<file path="config.mk">
export PLATFORM = sky130hd
export DESIGN_NAME = vip_stream_select
export DESIGN_NICKNAME = d
export VERILOG_FILES = /design/src/rtl/vip_stream_select_pkg.sv /design/src/rtl/vip_stream_select_serializer.sv /design/src/rtl/vip_stream_select.sv
export SDC_FILE = /design/constraint.sdc
export NUM_CORES = 1
export LEC_CHECK = 0
export ABC_AREA = 1
export BUFFER_PORTS_ARGS = -buffer_cell sky130_fd_sc_hd__buf_2
export CORE_MARGIN = 1
export CORE_UTILIZATION = 38
export CTS_CLUSTER_DIAMETER = 100
export DETAILED_ROUTE_END_ITERATION = 7
export GPL_TIMING_DRIVEN = 0
export PLACE_DENSITY = 0.66
export SYNTH_ARGS = -nofsm -noshare
export SYNTH_HDL_FRONTEND = slang
export SYNTH_SLANG_ARGS = --single-unit
</file>
<file path="constraint.sdc">
create_clock -name clk -period 2.8 [get_ports clk]
set_clock_uncertainty 0.1 [all_clocks]
set_input_delay 0.28 -clock clk [delete_from_list [all_inputs] [get_ports clk]]
set_output_delay 0.28 -clock clk [all_outputs]
set_load 0.02 [all_outputs]
</file>
<file path="src/rtl/vip_stream_select_pkg.sv">
// Shared constants for the camera-to-UDP stream selector: default widths,
// IR remote key codes and the channel-select FSM state type.
package vip_stream_select_pkg;

    localparam int DEF_PIX_W  = 16;
    localparam int DEF_BYTE_W = 8;
    localparam int DEF_CODE_W = 8;

    localparam logic [7:0] KEY_RAW   = 8'h0d;
    localparam logic [7:0] KEY_VIP   = 8'h16;
    localparam logic [7:0] KEY_SOBEL = 8'h19;
    localparam logic [7:0] KEY_BIN   = 8'h0c;
    localparam logic [7:0] KEY_ROT   = 8'h18;

    // Entry i (bits i*8+:8) selects channel i: raw, vip, sobel, bin, rotate.
    localparam logic [39:0] DEF_CODE_TABLE = {KEY_ROT, KEY_BIN, KEY_SOBEL, KEY_VIP, KEY_RAW};

    typedef enum logic {
        SEL_IDLE = 1'b0,
        SEL_PEND = 1'b1
    } sel_state_e;

    function automatic int unsigned bytes_per_pixel(input int unsigned pix_w,
                                                    input int unsigned byte_w);
        return pix_w / byte_w;
    endfunction

endpackage

</file>
<file path="src/rtl/vip_stream_select_serializer.sv">
// Pixel-to-byte serializer: loads a PIX_W pixel on i_load and emits it
// MSB byte first, one byte per cycle, with a sticky overrun flag.
module vip_byte_serializer
    import vip_stream_select_pkg::*;
#(
    parameter int PIX_W  = DEF_PIX_W,
    parameter int BYTE_W = DEF_BYTE_W
) (
    input  logic              clk,
    input  logic              rst_n,
    input  logic              i_load,
    input  logic [PIX_W-1:0]  i_pixel,
    output logic              o_de,
    output logic [BYTE_W-1:0] o_data,
    output logic              o_overrun
);

    localparam int NB    = int'(bytes_per_pixel(PIX_W, BYTE_W));
    localparam int CNT_W = $clog2(NB + 1);

    logic [PIX_W-1:0] r_shift;
    logic [CNT_W-1:0] r_cnt;
    logic             r_overrun;

    // A load while more than the current byte remains discards the remainder;
    // a load during the last-byte cycle is the legal back-to-back case.
    always_ff @(posedge clk or negedge rst_n) begin
        if (!rst_n) begin
            r_shift   <= '0;
            r_cnt     <= '0;
            r_overrun <= 1'b0;
        end else if (i_load) begin
            r_shift <= i_pixel;
            r_cnt   <= CNT_W'(NB);
            if (r_cnt > CNT_W'(1)) begin
                r_overrun <= 1'b1;
            end
        end else if (r_cnt != '0) begin
            r_shift <= r_shift << BYTE_W;
            r_cnt   <= r_cnt - CNT_W'(1);
        end
    end

    assign o_de      = (r_cnt != '0);
    assign o_data    = o_de ? r_shift[PIX_W-1 -: BYTE_W] : '0;
    assign o_overrun = r_overrun;

endmodule

</file>
<file path="src/rtl/vip_stream_select.sv">
// N-channel pixel-stream selector: IR key code to channel lookup, switching
// only at frame starts, with byte serialization and matching sync delay.
module vip_stream_select
    import vip_stream_select_pkg::*;
#(
    parameter int                       CH_NUM     = 5,
    parameter int                       PIX_W      = DEF_PIX_W,
    parameter int                       BYTE_W     = DEF_BYTE_W,
    parameter int                       CODE_W     = DEF_CODE_W,
    parameter logic [CH_NUM*CODE_W-1:0] CODE_TABLE = DEF_CODE_TABLE,
    parameter int                       DEF_CH     = 1
) (
    input  logic                      clk,
    input  logic                      rst_n,
    input  logic [CODE_W-1:0]         sel_code,
    input  logic [CH_NUM-1:0]         ch_vsync,
    input  logic [CH_NUM-1:0]         ch_href,
    input  logic [CH_NUM-1:0]         ch_de,
    input  logic [CH_NUM*PIX_W-1:0]   ch_data,
    output logic                      out_vsync,
    output logic                      out_href,
    output logic                      out_de,
    output logic [BYTE_W-1:0]         out_data,
    output logic [$clog2(CH_NUM)-1:0] active_ch,
    output logic                      switch_pend,
    output logic                      overrun_err
);

    localparam int                NB      = int'(bytes_per_pixel(PIX_W, BYTE_W));
    localparam int                CH_W    = $clog2(CH_NUM);
    localparam logic [CH_W-1:0]   DEF_IDX = CH_W'(DEF_CH);

    sel_state_e        r_state;
    sel_state_e        w_state_nxt;
    logic [CH_W-1:0]   r_req_ch;
    logic [CH_W-1:0]   r_active_ch;
    logic [CH_W-1:0]   w_lookup_ch;
    logic [CH_W-1:0]   w_active_nxt;
    logic [CH_NUM-1:0] r_vsync_prev;
    logic [NB-1:0]     r_vs_dly;
    logic [NB-1:0]     r_hr_dly;

    logic              w_sel_vsync;
    logic              w_sel_vsync_prev;
    logic              w_sel_href;
    logic              w_sel_de;
    logic [PIX_W-1:0]  w_sel_pixel;
    logic              w_req_href;
    logic              w_vsync_rise;

    // Lowest matching table entry wins; unmatched codes fall back to DEF_CH.
    always_comb begin
        w_lookup_ch = DEF_IDX;
        for (int i = CH_NUM - 1; i >= 0; i--) begin
            if (CODE_TABLE[i*CODE_W +: CODE_W] == sel_code) begin
                w_lookup_ch = CH_W'(i);
            end
        end
    end

    always_comb begin
        w_sel_vsync      = 1'b0;
        w_sel_vsync_prev = 1'b0;
        w_sel_href       = 1'b0;
        w_sel_de         = 1'b0;
        w_sel_pixel      = '0;
        w_req_href       = 1'b0;
        for (int i = 0; i < CH_NUM; i++) begin
            if (r_active_ch == CH_W'(i)) begin
                w_sel_vsync      = ch_vsync[i];
                w_sel_vsync_prev = r_vsync_prev[i];
                w_sel_href       = ch_href[i];
                w_sel_de         = ch_de[i];
                w_sel_pixel      = ch_data[i*PIX_W +: PIX_W];
            end
            if (r_req_ch == CH_W'(i)) begin
                w_req_href = ch_href[i];
            end
        end
    end

    assign w_vsync_rise = w_sel_vsync & ~w_sel_vsync_prev;

    // PEND means the registered request differs from the active channel; the
    // switch lands on the active channel's frame start if the target is idle.
    always_comb begin
        w_active_nxt = r_active_ch;
        w_state_nxt  = r_state;
        case (r_state)
            SEL_PEND: begin
                if (w_vsync_rise && !w_req_href) begin
                    w_active_nxt = r_req_ch;
                end
            end
            default: begin
                w_active_nxt = r_active_ch;
            end
        endcase
        w_state_nxt = (w_lookup_ch != w_active_nxt) ? SEL_PEND : SEL_IDLE;
    end

    always_ff @(posedge clk or negedge rst_n) begin
        if (!rst_n) begin
            r_state      <= SEL_IDLE;
            r_req_ch     <= DEF_IDX;
            r_active_ch  <= DEF_IDX;
            r_vsync_prev <= '0;
        end else begin
            r_state      <= w_state_nxt;
            r_req_ch     <= w_lookup_ch;
            r_active_ch  <= w_active_nxt;
            r_vsync_prev <= ch_vsync;
        end
    end

    // Sync delay matches the serializer so syncs frame the last byte of a pixel.
    always_ff @(posedge clk or negedge rst_n) begin
        if (!rst_n) begin
            r_vs_dly <= '0;
            r_hr_dly <= '0;
        end else begin
            r_vs_dly[0] <= w_sel_vsync;
            r_hr_dly[0] <= w_sel_href;
            for (int k = 1; k < NB; k++) begin
                r_vs_dly[k] <= r_vs_dly[k-1];
                r_hr_dly[k] <= r_hr_dly[k-1];
            end
        end
    end

    vip_byte_serializer #(
        .PIX_W  (PIX_W),
        .BYTE_W (BYTE_W)
    ) u_ser (
        .clk       (clk),
        .rst_n     (rst_n),
        .i_load    (w_sel_de),
        .i_pixel   (w_sel_pixel),
        .o_de      (out_de),
        .o_data    (out_data),
        .o_overrun (overrun_err)
    );

    assign out_vsync   = r_vs_dly[NB-1];
    assign out_href    = r_hr_dly[NB-1];
    assign active_ch   = r_active_ch;
    assign switch_pend = (r_state == SEL_PEND);

endmodule

</file>
## Word level (Yosys, flattened, before mapping)

Cells that the tools add are included.

| operators by class | value |
|---|---|
| add/subtract/negate cells | 1 |
| muxes and demuxes | 43 |
| equal/unequal tests | 14 |
| reductions and logical operators | 7 |
| bitwise gates (word level) | 2 |
| order comparisons | 1 |

Operator list:

| kind | number |
|---|---|
| 16-bit two-way mux | 7 |
| 1-bit two-way mux | 26 |
| 5-bit by 8-bit equality test with 1-bit output (first input constant) | 3 |
| 3-bit two-way mux | 7 |
| 4-bit by 8-bit equality test with 1-bit output (first input constant) | 2 |
| 3-bit by 2-bit equality test with 1-bit output (second input constant) | 4 |
| 8-bit two-way mux | 1 |
| 3-bit by 1-bit equality test with 1-bit output (second input constant) | 2 |
| 3-bit equality test (second input constant) | 2 |
| 3-bit logical NOT | 2 |
| 2-bit two-way mux | 2 |
| 2-bit nonzero test | 2 |
| 3-bit inequality test | 1 |
| 2-bit by 1-bit > comparator with 1-bit output (second input constant) | 1 |
| 2-bit AND reduction | 1 |
| 2-bit by 1-bit subtractor with 2-bit output (second input constant) | 1 |
| 1-bit bitwise AND | 1 |
| 1-bit logical AND | 1 |
| 1-bit logical NOT | 1 |
| 1-bit inverter | 1 |

| word-level totals | value |
|---|---|
| input port bits | 105 |
| word-level logic and storage cells | 77 |
| bits in registers | 35 |

## Depth between registers and ports, before layout

| depth | value |
|---|---|
| depth in word-level cells | 13 |
| mapped depth | 13 |
| gate-level depth less buffers | 12 |

## By module

A second synthesis with hierarchy kept.

| second synthesis, totals | value |
|---|---|
| cell total of the unflattened synthesis | 340 |
| area total of the unflattened synthesis | 2469.9 um^2 |

Modules (own cells, without submodules):

| module | cells an instance | sequential area each (um^2) | area each (um^2) | instances |
|---|---|---|---|---|
| vip_stream_select | 227 | 402.9 | 1426.4 | 1 |
| vip_byte_serializer | 113 | 475.5 | 1043.5 | 1 |

## Least setup slack after synthesis

No wires, ideal clock.

| timing | value |
|---|---|
| path kind | register to register |
| start | reg r_active_ch[0], in the netlist active_ch[0] |
| end | reg r_state, in the netlist switch_pend |
| buffers on the path | 2 |
| setup time | 0.124 ns |
| cell stages (with the launch flop) | 12 |
| setup slack | 0.891 ns |
| data arrival time | 1.685 ns |
| cell sequence | dfstp_2 > buf_4 > nor2_2 > buf_4 > nand3_1 > nand3_1 > nor2_2 > nand3_2 > nand2_1 > nand3b_1 > nand2_1 > nand3_1 |

| between the ends | value |
|---|---|
| cells in the longest elaborated chain, start to end | 13 |
| elaborated cells between the ends (all ways) | 22 |
| those cells by class | 5 x eq/ne; 13 x mux; 2 x bitwise; 2 x reduce/logical |

Ends and longest elaborated chain:

| item | line | source |
|---|---|---|
| start: declaration | vip_stream_select.sv:36 | `logic [CH_W-1:0] r_active_ch;` |
| start signal: assignment | vip_stream_select.sv:111 | `r_active_ch <= w_active_nxt;` |
| 3-bit logical NOT | vip_stream_select.sv:69 | `if (r_active_ch == CH_W'(i)) begin` |
| 1-bit two-way mux (5 in series) | vip_stream_select.sv:69 |  |
| 1-bit inverter | vip_stream_select.sv:82 | `assign w_vsync_rise = w_sel_vsync & ~w_sel_vsync_prev;` |
| 1-bit bitwise AND | vip_stream_select.sv:82 |  |
| 1-bit logical AND | vip_stream_select.sv:91 | `if (w_vsync_rise && !w_req_href) begin` |
| 3-bit two-way mux | vip_stream_select.sv:91 |  |
| 3-bit two-way mux * | vip_stream_select.sv:89 | `case (r_state)` |
| 3-bit inequality test * | vip_stream_select.sv:99 | `w_state_nxt = (w_lookup_ch != w_active_nxt) ? SEL_PEND : SEL_IDLE;` |
| 1-bit two-way mux * | vip_stream_select.sv:99 |  |
| via w_state_nxt | vip_stream_select.sv:34 | `sel_state_e w_state_nxt;` |
| end signal: assignment | vip_stream_select.sv:109 | `r_state <= w_state_nxt;` |
| end: declaration | vip_stream_select.sv:33 | `sel_state_e r_state;` |

The timed path passes the listed nets; every way through them passes the cells marked *.
A chain may end at the register's enable or synchronous reset.

## Final worst setup path

| timing | value |
|---|---|
| start | reg r_active_ch[2], in the netlist active_ch[2] |
| end | reg u_ser.r_shift[11] |

| between the ends | value |
|---|---|
| cells in the longest elaborated chain, start to end | 7 |
| elaborated cells between the ends (all ways) | 17 |
| those cells by class | 4 x eq/ne; 11 x mux; 2 x reduce/logical |

Ends and longest elaborated chain:

| item | line | source |
|---|---|---|
| 3-bit logical NOT | vip_stream_select.sv:69 |  |
| 16-bit two-way mux or 1-bit two-way mux (tied branches) (5 in series) | vip_stream_select.sv:69 |  |
| 16-bit two-way mux or 2-bit nonzero test (tied branches) | -- |  |
| end signal: assignment | vip_stream_select_serializer.sv:33 | `r_shift <= i_pixel;` |
| end signal: assignment | vip_stream_select_serializer.sv:39 | `r_shift <= r_shift << BYTE_W;` |
| end: declaration | vip_stream_select_serializer.sv:21 | `logic [PIX_W-1:0] r_shift;` |

Parallel ways exist; a longest one is shown, timed or not.

==> run summary <==
Once detailed placement completed, the half-perimeter wirelength came to 5.67 mm. The synthesized netlist occupies a cell area of 2290 um2. The core region is 5680 um2.

The power density normalized to cell area was 769 nW/um2. The startpoint identified for the worst hold timing path is ch_vsync[2]. For this design the top-level I/O count stands at 121.

Cell depth of the worst hold path: 1. STA puts the critical path data required time at 2880 ps. Setup repair after global routing left no endpoint under its margin. The number of storage elements in the synthesis netlist is 35. Post-CTS repair changed the size of 0 cells. The depth of the most critical reg-to-reg path works out to 8. The run gives 11.1 mm as the first-pass GRT wire length. Total setup buffers inserted after CTS: 0. The total overflow reported by the global router was 0; the number of global-route vias before repair was 2,299.

The run finished with clean final reports. For the row count, the log shows 27. The final count of pins violating max slew was 0. The number of flops mapped to enable cells by yosys works out to 0. The prevailing post-synth register cell was dfrtp_1. Number of hold violations in the final report: 0.

Entering global routing, the biggest net connects 36 pins. The vertical extent of the die came out at 79.7 um. The Yosys step of the flow raised 0 warnings. Data on the critical path arrives at its endpoint at 2320 ps.

The hold buffer count at CTS was 1; the setup slack of the worst register-to-register path was 560 ps. In this run, the number of DRC markers left after iteration 0 of detailed routing was 133. The path category of the worst min-delay check was in2reg. Dividing the detail-routed wire length by the instance count gives 14.1 um.

Input and output buffers added on the ports amount to 120. The tools report the remaining max-slew budget at the tightest pin as 0.466. The post-route minimum period was 2240 ps. CTS placed an instance of clkbuf_8 at the clock tree root. The peak fanout along the critical path is 10. The total of max-cap violations came out at 0. In the routed layout, each cell is associated on average with a via count of 5.01. Summing all placed instances gives a cell area of 2980 um2. The run gives 0.404 as the initial core utilization. The clock-pin transition on the worst setup and hold timing paths was 70 ps. The total track usage is 0.234.

Ranked by instance count, the synthesized netlist is headed by nand2_1 (86), nand3_1 (36), inv_1 (35). In the synthesized netlist, the number of instances is 318. The achievable frequency is 447 MHz, and the slew of the pin with the lowest slew margin is 802 ps. The overall routed net length was 7.32 mm.

After synthesis, the cell types taking the most area are dfrtp_1 (36%), nand2_1 (14%), nand3_1 (7.9%). Total negative setup slack: 0 ps. At the end of the flow, the number of nets in the layout was 553. The leading cell type by number of instances after synthesis is nand2_1.

The number of antenna violations at the first check in global routing is 0. The repair_antennas step left the layout with diodes totalling 0. The die width is 79.7 um. TritonCTS built the clock tree. The maximum buffer depth of the clock tree was 2. From synthesis to final layout, the design area changed by 34.9%. For this run, design rule violations remaining after detail routing come to 0. Kind of critical path: reg2reg.

The area enclosed by the die boundary is 6350 um2, and the number of buffers created by CTS is 5. For the via count, the log shows 2,600. The first detailed-routing pass ran for 6 iterations. At the end of routability-driven placement, the weighted congestion stood at 0.813.

The sequential share of the synthesized area was 0.383. In this run the remaining antenna-violating nets after routing total 0. The count of cell types in the netlist came out at 32.

The worst setup path is captured at a register. Dividing the synthesized area by the synthesized cell count gives 7.21 um2. For this design the static power due to leakage is 1.67 nW. STA classifies the critical path startpoint as a register. The async set-or-reset flop fraction in the synthesized netlist was 1.00.

Worst flop-to-flop path endpoint: u_ser.r_shift[11]. In this run the number of H-tree levels came out at 2. The final worst-path cycle share is 0.800, and the finished layout cell area is 3090 um2.

Setup violations remaining at the end of the flow were counted as 0. Cell type with the highest aggregate area in the netlist: dfrtp_1. VDD sags by at most 0.000328 V. The post-synth net total is 425, and the portion of synthesized cell area occupied by the leading cell type is 0.360. The share of layout cells above drive strength 1 works out to 0.365. Clock tree synthesis found a total of 35 sinks.

The tools report the launch point of the worst reg-to-reg path as active_ch[2]. The worst hold path terminates at r_vsync_prev[2]. The clock latency on the worst-skew pair was 290 ps; the number of filler instances in the final layout was 586.
-- routing by layer --
| metal | share of wire | vias to the layer above | track usage |
|---|---|---|---|
| met5 | 0 | - | 0 |
| met4 | 0.0092 | 0 | 0.0691 |
| met3 | 0.087 | 5 | 0.0469 |
| met2 | 0.47 | 135 | 0.397 |
| met1 | 0.44 | 1137 | 0.297 |
| li1 | - | 1323 | - |
-- report_power, final --
| group | total [mW] | internal, mW | switching, mW |
|---|---|---|---|
| clock | 0.408 | 0.225 | 0.184 |
| sequential | 0.763 | 0.675 | 0.0881 |
| combinational | 1.21 | 0.436 | 0.772 |
-- area by class of cell --
cell class	count	area [um2]	area share
repair buffers	121	611	0.197
well taps	72	90.1	0.0291
inverters	42	168	0.0542
multi-input cells	228	1160	0.375
plain buffers	13	87.6	0.0283
clock buffers	8	100	0.0323
flip-flops and latches	35	878	0.284
-- worst max-delay path, stage by stage, from the launching register on --
cell      delay (ps)
dfrtp_1          470
inv_2            120
clkbuf_1         330
nand2_1          370
nor2_1            70
a221oi_1         350
nand3_1          150
nand2_1           90
nand3_1           70
-- how the worst max path moves through the flow --
stage	slack, ps	to	from	cells past startpoint
after detailed placement	590	u_ser.r_shift[11]	active_ch[2]	8
after CTS	590	u_ser.r_shift[11]	active_ch[2]	8
after global placement	660	u_ser.r_shift[11]	active_ch[2]	8
after global routing	420	u_ser.r_shift[11]	active_ch[2]	8
after floorplan	890	switch_pend	active_ch[0]	11
final	560	u_ser.r_shift[11]	active_ch[2]	8
-- through the flow --
stage | total power, mW | instances | util | hold WS (ps) | setup WS [ps]
floorplan | 1.57 | 318 | - | -116 | 891
global placement | 1.95 | 510 | 0.526 | 234 | 661
detailed placement | 1.97 | 510 | 0.526 | 236 | 595
CTS | 2.38 | 519 | 0.545 | 1.36 | 592
global route | 2.54 | 519 | 0.545 | 0.977 | 424
finish | 2.38 | 519 | 0.545 | 8.42 | 561
-- registers in the layout, indices dropped and copies added (netlist names) --
name             cells
r_hr_dly             2
r_req_ch             3
u_ser.o_overrun      1
switch_pend          1
r_vs_dly             2
r_vsync_prev         5
u_ser.r_cnt          2
u_ser.r_shift       16
active_ch            3
-- cells by family (layout without fill, tap and decap cells) --
logic type | after synthesis | after routing | share of synthesized area
compound gates | 41 | 41 | 0.124
fa+ha+maj | 2 | 2 | 0.0109
buf+inv | 55 | 184 | 0.111
flops | 35 | 35 | 0.383
simple gates | 185 | 185 | 0.370
-- placed cells by master (no fill, tap or decap), types with 4 or more instances in the layout --
cell / netlist / layout
buf_2: 4 / 124
nand2_1: 86 / 86
nand3_1: 36 / 36
inv_1: 35 / 35
dfrtp_1: 33 / 33
nor2_1: 29 / 29
o21ai_0: 15 / 15
nand4_1: 14 / 14
a221oi_1: 8 / 8
a32oi_1: 8 / 8
clkbuf_8: 0 / 7
nand2_2: 6 / 6
inv_2: 5 / 5
nand3_2: 5 / 5
clkbuf_1: 3 / 4
(Power assumes the default switching activity.)
